## config.mk

```make
export PLATFORM = sky130hd
export DESIGN_NAME = id_ex_stage
export DESIGN_NICKNAME = d
export VERILOG_FILES = /design/src/rtl/mips_pkg.sv /design/src/rtl/id_ex_stage_fwd_mux.sv /design/src/rtl/id_ex_stage.sv
export SDC_FILE = /design/constraint.sdc
export NUM_CORES = 1
export LEC_CHECK = 0
export BUFFER_PORTS_ARGS = -buffer_cell sky130_fd_sc_hd__clkbuf_2
export CORE_AREA = 2 2 144 146
export DETAILED_ROUTE_END_ITERATION = 8
export DIE_AREA = 0 0 146 148
export PLACE_DENSITY = 0.69
export SLEW_MARGIN = 20
export SYNTH_ARGS = -nofsm -noshare
export SYNTH_HDL_FRONTEND = slang
export SYNTH_SLANG_ARGS = --single-unit
```

## constraint.sdc

```tcl
create_clock -name clk -period 4.2 [get_ports clk]
set_clock_uncertainty 0.15 [all_clocks]
set_input_delay 0.63 -clock clk [delete_from_list [all_inputs] [get_ports clk]]
set_output_delay 0.63 -clock clk [all_outputs]
set_load 0.02 [all_outputs]
```

## src/rtl/mips_pkg.sv

```systemverilog
// Shared constants for the MIPS ID/EX stage: opcodes, ex_ctrl bit layout,
// ALU-op encodings and default datapath widths.
package mips_pkg;

    localparam int MIPS_DW = 32;
    localparam int MIPS_AW = 5;

    localparam logic [5:0] OP_RTYPE = 6'h00;
    localparam logic [5:0] OP_LW    = 6'h23;
    localparam logic [5:0] OP_SW    = 6'h2B;
    localparam logic [5:0] OP_BEQ   = 6'h04;
    localparam logic [5:0] OP_ADDI  = 6'h08;
    localparam logic [5:0] OP_ANDI  = 6'h0C;
    localparam logic [5:0] OP_ORI   = 6'h0D;

    // ex_ctrl = {regwrite, memread, memwrite, alusrc, branch, funct_valid, aluop[1:0]}
    localparam int CTRL_W         = 8;
    localparam int CB_REGWRITE    = 7;
    localparam int CB_MEMREAD     = 6;
    localparam int CB_MEMWRITE    = 5;
    localparam int CB_ALUSRC      = 4;
    localparam int CB_BRANCH      = 3;
    localparam int CB_FUNCT_VALID = 2;
    localparam int CB_ALUOP_HI    = 1;
    localparam int CB_ALUOP_LO    = 0;

    localparam logic [1:0] ALUOP_ADD   = 2'b00;
    localparam logic [1:0] ALUOP_SUB   = 2'b01;
    localparam logic [1:0] ALUOP_FUNCT = 2'b10;
    localparam logic [1:0] ALUOP_LOGIC = 2'b11;

    // Opcodes whose rt field is a source register rather than a destination.
    function automatic logic uses_rt(input logic [5:0] op);
        logic r;
        case (op)
            OP_RTYPE: r = 1'b1;
            OP_SW:    r = 1'b1;
            OP_BEQ:   r = 1'b1;
            default:  r = 1'b0;
        endcase
        return r;
    endfunction

endpackage

```

## src/rtl/id_ex_stage_fwd_mux.sv

```systemverilog
// Per-operand forwarding selector: EX/MEM beats MEM/WB beats the register file.
// Register 0 is never forwarded.
module fwd_mux #(
    parameter int DW = 32,
    parameter int AW = 5
) (
    input  logic [AW-1:0] src,
    input  logic [DW-1:0] regdat,
    input  logic          exm_regwrite,
    input  logic [AW-1:0] exm_dest,
    input  logic [DW-1:0] exm_result,
    input  logic          wb_regwrite,
    input  logic [AW-1:0] wb_dest,
    input  logic [DW-1:0] wb_dat,
    output logic [DW-1:0] opnd
);

    logic src_nz_s;

    assign src_nz_s = (src != '0);

    // Priority select of the newest producer of src.
    always_comb begin
        if (src_nz_s && exm_regwrite && (exm_dest == src)) begin
            opnd = exm_result;
        end else if (src_nz_s && wb_regwrite && (wb_dest == src)) begin
            opnd = wb_dat;
        end else begin
            opnd = regdat;
        end
    end

endmodule

```

## src/rtl/id_ex_stage.sv

```systemverilog
// MIPS decode stage: register-file addressing, operand forwarding, control
// decode, load-use detection and the ID/EX pipeline register.
module id_ex_stage
    import mips_pkg::*;
#(
    parameter int DW             = MIPS_DW,
    parameter int AW             = MIPS_AW,
    parameter bit NOP_ON_ILLEGAL = 1'b1
) (
    input  logic          clk,
    input  logic          rst,
    input  logic          in_valid,
    input  logic [31:0]   instr,
    input  logic [31:0]   pc_plus4,
    input  logic          stall,
    input  logic          flush,
    output logic [AW-1:0] readreg_1,
    output logic [AW-1:0] readreg_2,
    input  logic [DW-1:0] regdat_1,
    input  logic [DW-1:0] regdat_2,
    input  logic          exm_regwrite,
    input  logic [AW-1:0] exm_dest,
    input  logic [DW-1:0] exm_result,
    input  logic          wb_regwrite,
    input  logic [AW-1:0] wb_dest,
    input  logic [DW-1:0] wb_dat,
    output logic          load_use_stall,
    output logic          ex_valid,
    output logic [DW-1:0] ex_opa,
    output logic [DW-1:0] ex_opb,
    output logic [DW-1:0] ex_imm,
    output logic [AW-1:0] ex_dest,
    output logic [7:0]    ex_ctrl,
    output logic [5:0]    ex_funct,
    output logic [31:0]   ex_pc_plus4,
    output logic          illegal
);

    logic [5:0]        opcode_s;
    logic [AW-1:0]     rs_s;
    logic [AW-1:0]     rt_s;
    logic [AW-1:0]     rd_s;
    logic [CTRL_W-1:0] dec_ctrl_s;
    logic [AW-1:0]     dec_dest_s;
    logic              dec_zext_s;
    logic              dec_illegal_s;
    logic [DW-1:0]     dec_imm_s;
    logic [DW-1:0]     fwd_a_s;
    logic [DW-1:0]     fwd_b_s;
    logic              lus_s;

    logic              ex_valid_d,   ex_valid_q;
    logic [CTRL_W-1:0] ex_ctrl_d,    ex_ctrl_q;
    logic [AW-1:0]     ex_dest_d,    ex_dest_q;
    logic [DW-1:0]     ex_opa_d,     ex_opa_q;
    logic [DW-1:0]     ex_opb_d,     ex_opb_q;
    logic [DW-1:0]     ex_imm_d,     ex_imm_q;
    logic [5:0]        ex_funct_d,   ex_funct_q;
    logic [31:0]       ex_pc_d,      ex_pc_q;
    logic              illegal_d,    illegal_q;

    assign opcode_s  = instr[31:26];
    assign rs_s      = AW'(instr[25:21]);
    assign rt_s      = AW'(instr[20:16]);
    assign rd_s      = AW'(instr[15:11]);
    assign readreg_1 = rs_s;
    assign readreg_2 = rt_s;

    // Opcode decode into control bits, destination and immediate style.
    always_comb begin
        dec_ctrl_s    = {CTRL_W{1'b0}};
        dec_dest_s    = {AW{1'b0}};
        dec_zext_s    = 1'b0;
        dec_illegal_s = 1'b0;
        case (opcode_s)
            OP_RTYPE: begin
                dec_ctrl_s[CB_REGWRITE]                = 1'b1;
                dec_ctrl_s[CB_FUNCT_VALID]             = 1'b1;
                dec_ctrl_s[CB_ALUOP_HI:CB_ALUOP_LO]    = ALUOP_FUNCT;
                dec_dest_s                             = rd_s;
            end
            OP_LW: begin
                dec_ctrl_s[CB_REGWRITE]                = 1'b1;
                dec_ctrl_s[CB_MEMREAD]                 = 1'b1;
                dec_ctrl_s[CB_ALUSRC]                  = 1'b1;
                dec_ctrl_s[CB_ALUOP_HI:CB_ALUOP_LO]    = ALUOP_ADD;
                dec_dest_s                             = rt_s;
            end
            OP_SW: begin
                dec_ctrl_s[CB_MEMWRITE]                = 1'b1;
                dec_ctrl_s[CB_ALUSRC]                  = 1'b1;
                dec_ctrl_s[CB_ALUOP_HI:CB_ALUOP_LO]    = ALUOP_ADD;
            end
            OP_BEQ: begin
                dec_ctrl_s[CB_BRANCH]                  = 1'b1;
                dec_ctrl_s[CB_ALUOP_HI:CB_ALUOP_LO]    = ALUOP_SUB;
            end
            OP_ADDI: begin
                dec_ctrl_s[CB_REGWRITE]                = 1'b1;
                dec_ctrl_s[CB_ALUSRC]                  = 1'b1;
                dec_ctrl_s[CB_ALUOP_HI:CB_ALUOP_LO]    = ALUOP_ADD;
                dec_dest_s                             = rt_s;
            end
            OP_ANDI, OP_ORI: begin
                // aluop=11 tells EX to take the logical op from the immediate path
                dec_ctrl_s[CB_REGWRITE]                = 1'b1;
                dec_ctrl_s[CB_ALUSRC]                  = 1'b1;
                dec_ctrl_s[CB_ALUOP_HI:CB_ALUOP_LO]    = ALUOP_LOGIC;
                dec_dest_s                             = rt_s;
                dec_zext_s                             = 1'b1;
            end
            default: begin
                dec_illegal_s = 1'b1;
            end
        endcase
    end

    // Immediate extension: zero for logical immediates, sign otherwise.
    always_comb begin
        if (dec_zext_s) begin
            dec_imm_s = {{(DW-16){1'b0}}, instr[15:0]};
        end else begin
            dec_imm_s = {{(DW-16){instr[15]}}, instr[15:0]};
        end
    end

    fwd_mux #(.DW(DW), .AW(AW)) u_fwd_a (
        .src          (rs_s),
        .regdat       (regdat_1),
        .exm_regwrite (exm_regwrite),
        .exm_dest     (exm_dest),
        .exm_result   (exm_result),
        .wb_regwrite  (wb_regwrite),
        .wb_dest      (wb_dest),
        .wb_dat       (wb_dat),
        .opnd         (fwd_a_s)
    );

    fwd_mux #(.DW(DW), .AW(AW)) u_fwd_b (
        .src          (rt_s),
        .regdat       (regdat_2),
        .exm_regwrite (exm_regwrite),
        .exm_dest     (exm_dest),
        .exm_result   (exm_result),
        .wb_regwrite  (wb_regwrite),
        .wb_dest      (wb_dest),
        .wb_dat       (wb_dat),
        .opnd         (fwd_b_s)
    );

    // A load in EX whose destination is a source of the decoding instruction.
    always_comb begin
        if (ex_valid_q && ex_ctrl_q[CB_MEMREAD] && (ex_dest_q != {AW{1'b0}})) begin
            lus_s = (ex_dest_q == rs_s) || ((ex_dest_q == rt_s) && uses_rt(opcode_s));
        end else begin
            lus_s = 1'b0;
        end
    end

    assign load_use_stall = lus_s;

    // ID/EX next state; data buses follow decode whenever not held.
    always_comb begin
        ex_valid_d = ex_valid_q;
        ex_ctrl_d  = ex_ctrl_q;
        ex_dest_d  = ex_dest_q;
        ex_opa_d   = ex_opa_q;
        ex_opb_d   = ex_opb_q;
        ex_imm_d   = ex_imm_q;
        ex_funct_d = ex_funct_q;
        ex_pc_d    = ex_pc_q;
        illegal_d  = illegal_q;
        if (flush || !stall) begin
            ex_opa_d   = fwd_a_s;
            ex_opb_d   = fwd_b_s;
            ex_imm_d   = dec_imm_s;
            ex_funct_d = instr[5:0];
            ex_pc_d    = pc_plus4;
            if (flush || lus_s || !in_valid) begin
                ex_valid_d = 1'b0;
                ex_ctrl_d  = {CTRL_W{1'b0}};
                ex_dest_d  = {AW{1'b0}};
                illegal_d  = 1'b0;
            end else begin
                ex_valid_d = !(dec_illegal_s && NOP_ON_ILLEGAL);
                ex_ctrl_d  = dec_ctrl_s;
                ex_dest_d  = dec_dest_s;
                illegal_d  = dec_illegal_s;
            end
        end else begin
            ex_valid_d = ex_valid_q;
        end
    end

    // ID/EX pipeline register with synchronous reset.
    always_ff @(posedge clk) begin
        if (rst) begin
            ex_valid_q <= 1'b0;
            ex_ctrl_q  <= {CTRL_W{1'b0}};
            ex_dest_q  <= {AW{1'b0}};
            ex_opa_q   <= {DW{1'b0}};
            ex_opb_q   <= {DW{1'b0}};
            ex_imm_q   <= {DW{1'b0}};
            ex_funct_q <= 6'd0;
            ex_pc_q    <= 32'd0;
            illegal_q  <= 1'b0;
        end else begin
            ex_valid_q <= ex_valid_d;
            ex_ctrl_q  <= ex_ctrl_d;
            ex_dest_q  <= ex_dest_d;
            ex_opa_q   <= ex_opa_d;
            ex_opb_q   <= ex_opb_d;
            ex_imm_q   <= ex_imm_d;
            ex_funct_q <= ex_funct_d;
            ex_pc_q    <= ex_pc_d;
            illegal_q  <= illegal_d;
        end
    end

    assign ex_valid    = ex_valid_q;
    assign ex_ctrl     = ex_ctrl_q;
    assign ex_dest     = ex_dest_q;
    assign ex_opa      = ex_opa_q;
    assign ex_opb      = ex_opb_q;
    assign ex_imm      = ex_imm_q;
    assign ex_funct    = ex_funct_q;
    assign ex_pc_plus4 = ex_pc_q;
    assign illegal     = illegal_q;

endmodule

```

==> results.md, run 1 <==
- Reported leakage power: ~4.2 nW
- Top-count cell post-synth: nand2_1
- Mux share of post-synthesis cell area: 0.0511
- Number of max-cap violations: 0
- Synth top area cells: dfxtp_1, nand2_1, mux2i_1
- Critical path's largest stage delay: around 0.75 ns
- Clock period minus worst slack: 3.14 ns
- Worst r2r dst: ex_ctrl[0]$_SDFFE_PP0P_
- Ys async rst share: 0
- Crit-path max FO: 6
- Hold crit path type: input pin to flop
- Number of buffers added on ports: around 370
- Top cell type's share of synthesized area: 0.409
- Initial Utilization: 0.313
- Endpoints failing hold: 0
- Final non-filler cell total: around 1300
- XOR/XNOR Fraction of Synth Area: 0.0431
- Antenna viol nets, final: 0
- Largest family of logic cells by synthesized area: compound AO/OA/AOI/OAI gates
- Mapped Area: between 6000 and 7000 um^2
- Clock slew at reported path FFs: roughly 0.07 ns
- PD cells: ~390 nW/um^2
- Most frequent cells after synthesis: nand2_1, dfxtp_1, a21oi_1
- Primary FF master, synth: dfxtp_1
- R2R Setup Slk: between 1.5 and 2 ns
- Net count reported at finish: roughly 1300
- Die area: between 20000 and 25000 um^2
- Clk buf depth: 2
- Grt total ovfl: 0
- Most used cell, CP: clkbuf_2
- Crit path required time: between 3 and 4 ns
- Yosys cell types: 42
- Post-DP HPWL: around 18 mm
- Placeable Area: roughly 20000 um^2
- DR vias/cell: roughly 5
- Largest net degree at the start of global routing: 57
- Highest Clock Rate: about 0.32 GHz
- Worst Hold Endpoint: ex_pc_plus4[20]$_SDFFE_PP0P_
- Vias: 6689
- Sink Count: ~130
- DRC Markers: 0
- Site row count: 52
- Final GP Congestion: 0.837
- Initial antenna violation count: 1
- Outcome: finished, final reports clean
- Ys Warns: 0
- Worst r2r path cells: 5
- Synth Instances: 740
- Root buffer cell: clkbuf_16
- Hold buffers post-CTS: 0
- Synth Area in Adders: 0
- Die width: roughly 150 um
- Synth Area in Simple Gates: 0.176
- Post-synthesis compound-gate area fraction: 0.221
- Largest area contributor in the netlist: dfxtp_1
- Final Max Slew Viols: 0
- Clock latency on the worst-skew pair: 0.42 ns
- Min-delay src: pc_plus4[20]
- Startpoint Class: input pin
- WL/cell: between 15 and 20 um
- Syn Area/Cell: about 8.5 um^2
- Iteration-0 DRC Markers: 330
- Total CTS buffers: 17
- Area of the multi-input gates: 3130 um^2
- FF-to-FF Start: ex_dest[1]$_SDFFE_PP0P_
- Net Count, Synth: 949
- Setup CP Type: input pin to primary output
- Number of global-route vias before repair: ~6400
- CTS tree: built
- Setup_tns: 0 ns
- Postcts setup bufs: 0
- First-pass GRT wire length: approximately 36 mm
- Hold depth: 3
- Total track usage: 0.218
- Slew HR: 0.437
- Detailed Routing Iterations Pass 1: 5
- Crit path depth: 7
- EDFF count, synth: 0
- Resize count post-CTS: 0
- # setup viols final: 0
- CP Buf/Inv Count: 3
- Layout cells sized above 1: 0.402
- Top cell family by delay on the critical path: simple AND/OR/NAND/NOR gates
- Filler cell count: around 2100
- P&R area growth vs syn: 38.3%
- Critical Path AT: 2.36 ns
- Die Height: 148 um
- CP Capture Type: primary output
- Period utilization: 0.748
- H-tree depth: 4
- CP cell instances: clkbuf_2, and4b_1, a22oi_1, nor4b_1, nor2_1, inv_1, clkbuf_2
- WL final: around 24 mm
- RSZ-0062 raised after global routing: false
- Register area share after synthesis: 0.409
- Maximum vdd ir drop: approximately 0.25 mV
- Slew @ Worst Pin: approximately 0.83 ns
- Placed insts: roughly 1300
- I/O pins: approximately 370
- Yosys reg bits: between 100 and 150
- CP max stage cell: nor4b_1
- Storage cell area: about 2600 um^2
==> per-layer routing <==
metal  share of wire  up-vias  global-route usage
li1                -     3238                   -
met1            0.40     3090               0.268
met2            0.49      329               0.371
met3           0.081       32              0.0494
met4           0.026        0              0.0859
met5               0        -                   0
==> worst max-delay path by stage <==
stage / start / to / slack [ns]
final: instr[28] / load_use_stall / 1.06
after detailed placement: instr[28] / load_use_stall / 1.08
after floorplan: instr[16] / load_use_stall / 1.44
after CTS: ex_dest[1]$_SDFFE_PP0P_ / load_use_stall / 1.07
after global routing: ex_dest[1]$_SDFFE_PP0P_ / load_use_stall / 0.75
after global placement: wb_regwrite / ex_opa[13]$_SDFFE_PP0P_ / 1.12
==> layout make-up <==
class / instances / area share
multi-input combinational: 487 / 0.360
clock buffer: 17 / 0.0490
antenna: 1 / 0.000288
clock inverter: 15 / 0.0153
timing repair buffer: 381 / 0.226
inverter: 33 / 0.0143
sequential: 128 / 0.295
tap: 270 / 0.0389
==> logic make-up (layout without fill, tap and decap cells) <==
logic type      after synthesis  in the layout
compound gates              182            182
buf+inv                     125            446
simple gates                243            243
xor+xnor                     30             30
other cells                   0              1
flops                       128            128
mux                          32             32
==> flip-flops by register name, summed over array words and instances (netlist names) <==
name and flops:
ex_ctrl 8, ex_opb 32, ex_opa 32, ex_pc_plus4 32, illegal 1, ex_valid 1, ex_dest 5, ex_imm 17
==> worst reg2reg max path, delay by kind of cell (launching register included) <==
| family | cells | cell delay (ns) |
|---|---|---|
| flip-flops | 1 | 0.47 |
| AND/OR/NAND/NOR | 3 | 1.16 |
| AO/OA/AOI/OAI | 2 | 0.41 |
==> stage by stage <==
step | setup WS [ns] | instance area [um^2] | utilization | hold slack (ns) | total power, mW
floorplan | 1.44 | 6270 | - | 0.380 | 1.71
global placement | 1.12 | 8090 | 0.404 | 0.287 | 1.96
detailed placement | 1.08 | 8100 | 0.404 | 0.290 | 1.97
CTS | 1.07 | 8650 | 0.432 | 0.258 | 3.41
global route | 0.754 | 8680 | 0.433 | 0.269 | 3.52
finish | 1.06 | 8680 | 0.433 | 0.279 | 3.38
==> where the power goes <==
group	internal, mW	switching [mW]
registers	1.29	0.0438
logic	0.240	0.365
clock network	0.819	0.618
total	2.35	1.03
==> layout by cell type, fill, tap and decap left out, drive strengths merged, types with 5 or more instances in the layout <==
master and count:
a21oi 52, a221o 24, a221oi 8, a22o 16, a32o 26, and3 32
buf 13, clkbuf 385, clkinv 5, dfxtp 128, inv 38, mux2i 32
nand2 168, nand2b 5, nand4 5, nor2 12, nor3 5, o21ai 17
o221ai 32, xnor2 25, xor2 5
Power figures use the tool's default switching activity.
==> run 2: changes to the inputs <==
--- a/config.mk
+++ b/config.mk
@@ -6,10 +6,10 @@
 export NUM_CORES = 1
 export LEC_CHECK = 0
 export BUFFER_PORTS_ARGS = -buffer_cell sky130_fd_sc_hd__clkbuf_2
-export CORE_AREA = 2 2 144 146
+export CORE_AREA = 2 2 142 144
 export DETAILED_ROUTE_END_ITERATION = 8
-export DIE_AREA = 0 0 146 148
-export PLACE_DENSITY = 0.69
+export DIE_AREA = 0 0 144 146
+export PLACE_DENSITY = 0.7
 export SLEW_MARGIN = 20
 export SYNTH_ARGS = -nofsm -noshare
 export SYNTH_HDL_FRONTEND = slang
==> constraint.sdc (replaced) <==
create_clock -name clk -period 3 [get_ports clk]
set_clock_uncertainty 0.15 [all_clocks]
set_input_delay 0.45 -clock clk [delete_from_list [all_inputs] [get_ports clk]]
set_output_delay 0.45 -clock clk [all_outputs]
set_load 0.02 [all_outputs]
==> results.md, run 2 (synthesis gave the netlist of run 1 again) <==
- Number of buffers added on ports: 368 (unchanged)
- Switching share of power: 0.307 (+0.00236)
- CP Capture Type: primary output
- Crit path required time: 2.40 ns (-1.02 ns)
- Root buffer cell: clkbuf_16
- Iteration-0 DRC Markers: 332 (+0.61%)
- Worst Hold Endpoint: ex_pc_plus4[30]$_SDFFE_PP0P_
- Endpoints failing hold: 0 (unchanged)
- PD cells: 547 nW/um^2 (+41%)
- P&R area growth vs syn: 39.2%
- First-pass GRT wire length: 36.5 mm (about the same)
- Clock slew at reported path FFs: 0.07 ns (about the same)
- Min-delay src: pc_plus4[30]
- Number of max-cap violations: 0 (unchanged)
- Clk buf depth: 2 (unchanged)
- DR vias/cell: 5.13 (+2.2%)
- Initial Utilization: 0.324 (+0.0114)
- Resize count post-CTS: 0 (unchanged)
- Antenna viol nets, final: 0 (unchanged)
- Detailed Routing Iterations Pass 1: 5 (unchanged)
- Total track usage: 0.226 (+0.00793)
- Power Internal: 3.31 mW (+41%)
- Site row count: 51 (-1.9%)
- Initial antenna violation count: 1 (unchanged)
- DRC Markers: 0 (unchanged)
- Grt total ovfl: 0 (unchanged)
- Final GP Congestion: 0.852 (+1.8%)
- FF-to-FF Start: ex_dest[0]$_SDFFE_PP0P_
- Total CTS buffers: 17 (unchanged)
- Filler cell count: 1950 (-6.2%)
- Final Max Slew Viols: 0 (unchanged)
- Startpoint Class: flop
- Largest net degree at the start of global routing: 57 (unchanged)
- Critical Path AT: 2.19 ns (-0.17 ns)
- WL final: 24.8 mm (+1.5%)
- P_sw: 1.46 mW (+42%)
- Clock latency on the worst-skew pair: 0.41 ns (about the same)
- Number of global-route vias before repair: 6572 (+2.5%)
- Die Height: 146 um (-1.4%)
- WL/cell: 18.7 um (+1.6%)
- Crit-path max FO: 5 (-1)
- H-tree depth: 4 (unchanged)
- Hold buffers post-CTS: 0 (unchanged)
- Hold crit path type: input pin to flop
- Clk pwr share: 0.431 (+0.005)
- CTS tree: built
- Setup CP Type: flop to primary output
- Hold depth: 3 (unchanged)
- Maximum vdd ir drop: 0.356 mV (+42%)
- # setup viols final: 0 (unchanged)
- Reported leakage power: 4.19 nW (+0.72%)
- RSZ-0062 raised after global routing: false
- Outcome: finished, final reports clean
- Sink Count: 128 (unchanged)
- Layout cells sized above 1: 0.404 (+0.00263)
- Register share of total power: 0.391 (-0.004)
- Logic pwr share: 0.178 (about the same)
- Placeable Area: 19300 um^2 (-3.5%)
- Die area: 21000 um^2 (-2.7%)
- Slew HR: 0.441 (+0.00432)
- Most common cell after layout, fill and taps aside: clkbuf_2
- Commonest non-fill, non-tap cells in the layout: clkbuf_2, nand2_1, dfxtp_1, a21oi_1, inv_1
- Worst r2r path cells: 5 (unchanged)
- Vias: 6829 (+2.1%)
- Period utilization: 0.931
- Setup_tns: 0 ns (unchanged)
- Slew @ Worst Pin: 0.827 ns (-0.00638 ns)
- Die width: 144 um (-1.4%)
- I/O pins: 369 (unchanged)
- Highest Clock Rate: around 0.36 GHz
- Worst r2r dst: ex_dest[1]$_SDFFE_PP0P_
- Net count reported at finish: 1260 (+0.24%)
- Postcts setup bufs: 0 (unchanged)
- Post-DP HPWL: 18.4 mm (+2.1%)
- Clock period minus worst slack: approximately 2.8 ns
- R2R Setup Slk: 0.67 ns (-1.22 ns)
- Final Util: 0.451 (+0.0185)
run 2: cell types whose count changed in the layout (fill, tap and decap cells not counted), moves of 2 or more:
cell and change:
clkinv_2 -3, buf_4 +2, clkinv_4 +2, inv_8 +2
run 2: area by class of cell:
| class | count | area [um^2] | area share |
|---|---|---|---|
| clock inverter | 15 | 150 | 0.0172 |
| inverter | 33 | 124 | 0.0142 |
| antenna | 1 | 2.50 | 0.000287 |
| timing repair buffer | 384 | 2000 | 0.229 |
| multi-input combinational | 487 | 3130 | 0.359 |
| sequential | 128 | 2560 | 0.294 |
| tap | 265 | 332 | 0.0380 |
| clock buffer | 17 | 425 | 0.0487 |
run 2: per-stage QoR:
step           instance area [um^2]  std cells  hold slack, ns  worst slack [ns]  power (mW)
2_1_floorplan                  6270        740           0.380             0.603        2.39
5_1_grt                        8730       1330          0.0959            0.0986        4.97
4_1_cts                        8710       1329          0.0819            0.0936        4.82
3_3_place_gp                   8140       1297           0.287             0.289        2.75
3_5_place_dp                   8140       1297           0.293             0.246        2.76
6_report                       8730       1330           0.102             0.206        4.78
run 2: worst max path at each step:
stage,cells after the start,slack [ns],end,from
after floorplan,6,0.60,load_use_stall,instr[16]
after global placement,7,0.29,load_use_stall,instr[28]
after detailed placement,7,0.25,load_use_stall,instr[28]
after CTS,6,0.09,load_use_stall,ex_dest[0]$_SDFFE_PP0P_
after global routing,6,0.1,load_use_stall,ex_dest[0]$_SDFFE_PP0P_
final,6,0.21,load_use_stall,ex_dest[0]$_SDFFE_PP0P_
run 2: layer usage:
metal  global-route usage  wire length, um  vias to the layer above
li1                     -                -                     3244
met1                0.260             9730                     3226
met2                0.406            12600                      319
met3               0.0543             1850                       40
met4               0.0740              631                        0
met5                    0                0                        -
run 2: critical path, stage by stage (launching register included):
cell      delay, ns
dfxtp_1        0.37
or4_1          0.54
o211ai_1       0.28
nor4_2         0.14
nor2_1         0.24
inv_1          0.06
clkbuf_2       0.15
run 2: power by group through the flow:
stage	Clock, mW	Sequential (mW)	Combinational (mW)
after global routing	2.17	1.88	0.920
after detailed placement	0	1.91	0.858
after floorplan	0	2.03	0.362
final	2.06	1.87	0.851
after CTS	2.09	1.87	0.860
after global placement	0	1.90	0.851
==> run 3: changes to the inputs <==
--- a/config.mk
+++ b/config.mk
@@ -7,6 +7,7 @@
 export LEC_CHECK = 0
 export BUFFER_PORTS_ARGS = -buffer_cell sky130_fd_sc_hd__clkbuf_2
 export CORE_AREA = 2 2 142 144
+export CTS_CLUSTER_SIZE = 8
 export DETAILED_ROUTE_END_ITERATION = 8
 export DIE_AREA = 0 0 144 146
 export PLACE_DENSITY = 0.7
==> constraint.sdc (replaced) <==
create_clock -name clk -period 3 [get_ports clk]
set_clock_uncertainty 0.15 [all_clocks]
set_input_delay 0.9 -clock clk [delete_from_list [all_inputs] [get_ports clk]]
set_output_delay 0.9 -clock clk [all_outputs]
set_load 0.02 [all_outputs]
==> results.md, run 3 (synthesis gave the netlist of run 1 again) <==
- Post-DP HPWL: 18.3 mm (-0.32%)
- CP Buf/Inv Count: 3 (+1)
- Clk buf depth: 2 (unchanged)
- Die width: 144 um (unchanged)
- Highest Clock Rate: 0.323 GHz (-9.7%)
- DRC Markers: 0 (unchanged)
- CP cell instances: or4_1, o211ai_1, buf_4, nor4_2, nor2_2, inv_2, buf_8
- Most common cell after layout, fill and taps aside: clkbuf_2
- Failing checks: negative setup slack
- Detailed Routing Iterations Pass 1: 5 (unchanged)
- Setup CP Type: flop to primary output
- DP Worst Slack: -0.151 ns (-0.397 ns)
- Top cell family by delay on the critical path: simple AND/OR/NAND/NOR gates
- Crit path required time: 1.95 ns (-0.45 ns)
- Clock latency on the worst-skew pair: 0.41 ns (about the same)
- Sink Count: 128 (unchanged)
- I/O pins: 369 (unchanged)
- Number of max-cap violations: 0 (unchanged)
- Initial antenna violation count: 0 (-1)
- Outcome: finished with violations
- Clock period minus worst slack: 3.09 ns (+0.301 ns)
- Iteration-0 DRC Markers: 371 (+12%)
- Hold crit path type: flop to flop
- Root buffer cell: clkbuf_16
- Vias: 6979 (+2.2%)
- Filler cell count: 1942 (-0.41%)
- Total CTS buffers: 17 (unchanged)
- Number of global-route vias before repair: 6631 (+0.90%)
- PD cells: 540 nW/um^2 (-1.2%)
- Endpoints failing hold: 0 (unchanged)
- WL final: 24.6 mm (-1.1%)
- Final Max Slew Viols: 0 (unchanged)
- Commonest non-fill, non-tap cells in the layout: clkbuf_2, nand2_1, dfxtp_1, a21oi_1, buf_4
- Initial Utilization: 0.324 (unchanged)
- Period utilization: 1.03 (+0.100)
- Number of buffers added on ports: 368 (unchanged)
- Site row count: 51 (unchanged)
- Reported leakage power: 4.42 nW (+5.3%)
- Slew @ Worst Pin: 0.873 ns (+0.0460 ns)
- Grt total ovfl: 0 (unchanged)
- Startpoint Class: flop
- Final GP Congestion: 0.856 (+0.48%)
- Antenna viol nets, final: 0 (unchanged)
- Critical path's largest stage delay: 0.52 ns (-0.02 ns)
- Maximum vdd ir drop: 0.342 mV (-3.9%)
- Min setup slack post-route: -0.0948 ns (-0.301 ns)
- Clock slew at reported path FFs: 0.06 ns (about the same)
- WL/cell: 18.0 um (-3.4%)
- Die Height: 146 um (unchanged)
- Placeable Area: 19300 um^2 (unchanged)
- Largest net degree at the start of global routing: 80 (+40%)
- Slew HR: 0.417 (-0.0243)
- Critical Path AT: 2.04 ns (-0.15 ns)
- CP Capture Type: primary output
- # setup viols final: 1 (+1)
- Setup_tns: -0.0948 ns (-0.0948 ns)
- H-tree depth: 4 (unchanged)
- Crit-path max FO: 2 (-3)
- Die area: 21000 um^2 (unchanged)
- CP max stage cell: or4_1
- Layout cells sized above 1: 0.425 (+0.0207)
- Total track usage: 0.224 (-0.00137)
- P&R area growth vs syn: 45.3%
- DR vias/cell: 5.12 (-0.20%)
- Antenna cell count: 0 (-1)
- CTS tree: built
- First-pass GRT wire length: 36.5 mm (about the same)
- Net count reported at finish: 1293 (+2.6%)
- RSZ-0062 raised after global routing: true
[run 3: cell types whose count changed in the layout (fill, tap and decap cells not counted), moves of 2 or more]
cell and delta:
bufinv_16 +2, buf_12 +5, buf_4 +28, inv_8 -2
[run 3: layout make-up]
| type | count | area (um^2) | share of cell area |
|---|---|---|---|
| clock inverters | 14 | 180 | 0.0198 |
| clock buffers | 18 | 439 | 0.0482 |
| multi-input cells | 487 | 3150 | 0.346 |
| well taps | 265 | 332 | 0.0364 |
| flip-flops and latches | 128 | 2560 | 0.281 |
| repair buffers | 417 | 2320 | 0.255 |
| inverters | 33 | 124 | 0.0136 |
[run 3: timing repair]
item                       in CTS  in global routing
gates cloned                    0                  0
pin swaps                       4                  2
setup endpoints to repair       1                  1
buffers inserted                4                  0
resized for setup               4                  1
hold buffers                    0                  0
[run 3: path summary, 6_finish.rpt]
| check | endpoint | cells past startpoint | slack [ns] | startpoint |
|---|---|---|---|---|
| hold / removal | ex_pc_plus4[13]$_SDFFE_PP0P_ | 2 | 0.30 | ex_pc_plus4[13]$_SDFFE_PP0P_ |
| setup / recovery | load_use_stall | 7 | -0.09 | ex_dest[1]$_SDFFE_PP0P_ |
| hold reg to reg | ex_pc_plus4[13]$_SDFFE_PP0P_ | 2 | 0.30 | ex_pc_plus4[13]$_SDFFE_PP0P_ |
| setup reg to reg | ex_dest[2]$_SDFFE_PP0P_ | 7 | 0.61 | ex_dest[1]$_SDFFE_PP0P_ |
[run 3: power by group]
part | leakage, nW | internal [mW] | total (mW) | switching (mW)
combinational | 3.06 | 0.361 | 0.880 | 0.519
sequential | 1.06 | 1.81 | 1.87 | 0.0603
clock | 0.298 | 1.34 | 2.18 | 0.833
total | 4.42 | 3.51 | 4.92 | 1.41
[run 3: worst min-delay path, cell delays in order, from the launching register on]
cell and delay, ns:
dfxtp_1 0.30, nand2_1 0.05, a21oi_1 0.05
[run 3: through the flow]
stage	instance area (um^2)	util	hold WS (ns)	total power, mW	instances
6_report	9110	0.471	0.300	4.92	1362
5_1_grt	9110	0.471	0.317	5.13	1362
4_1_cts	9110	0.471	0.301	4.98	1362
3_5_place_dp	8450	0.437	0.293	2.79	1327
3_3_place_gp	8450	0.437	0.285	2.78	1327
2_1_floorplan	6290	-	0.380	2.39	740
[run 3: routing by layer]
layer | vias up | part of all wire | GRT usage
met3 | 28 | 0.087 | 0.0632
met5 | - | 0 | 0
li1 | 3308 | - | -
met4 | 0 | 0.024 | 0.0750
met1 | 3285 | 0.37 | 0.249
met2 | 358 | 0.51 | 0.407
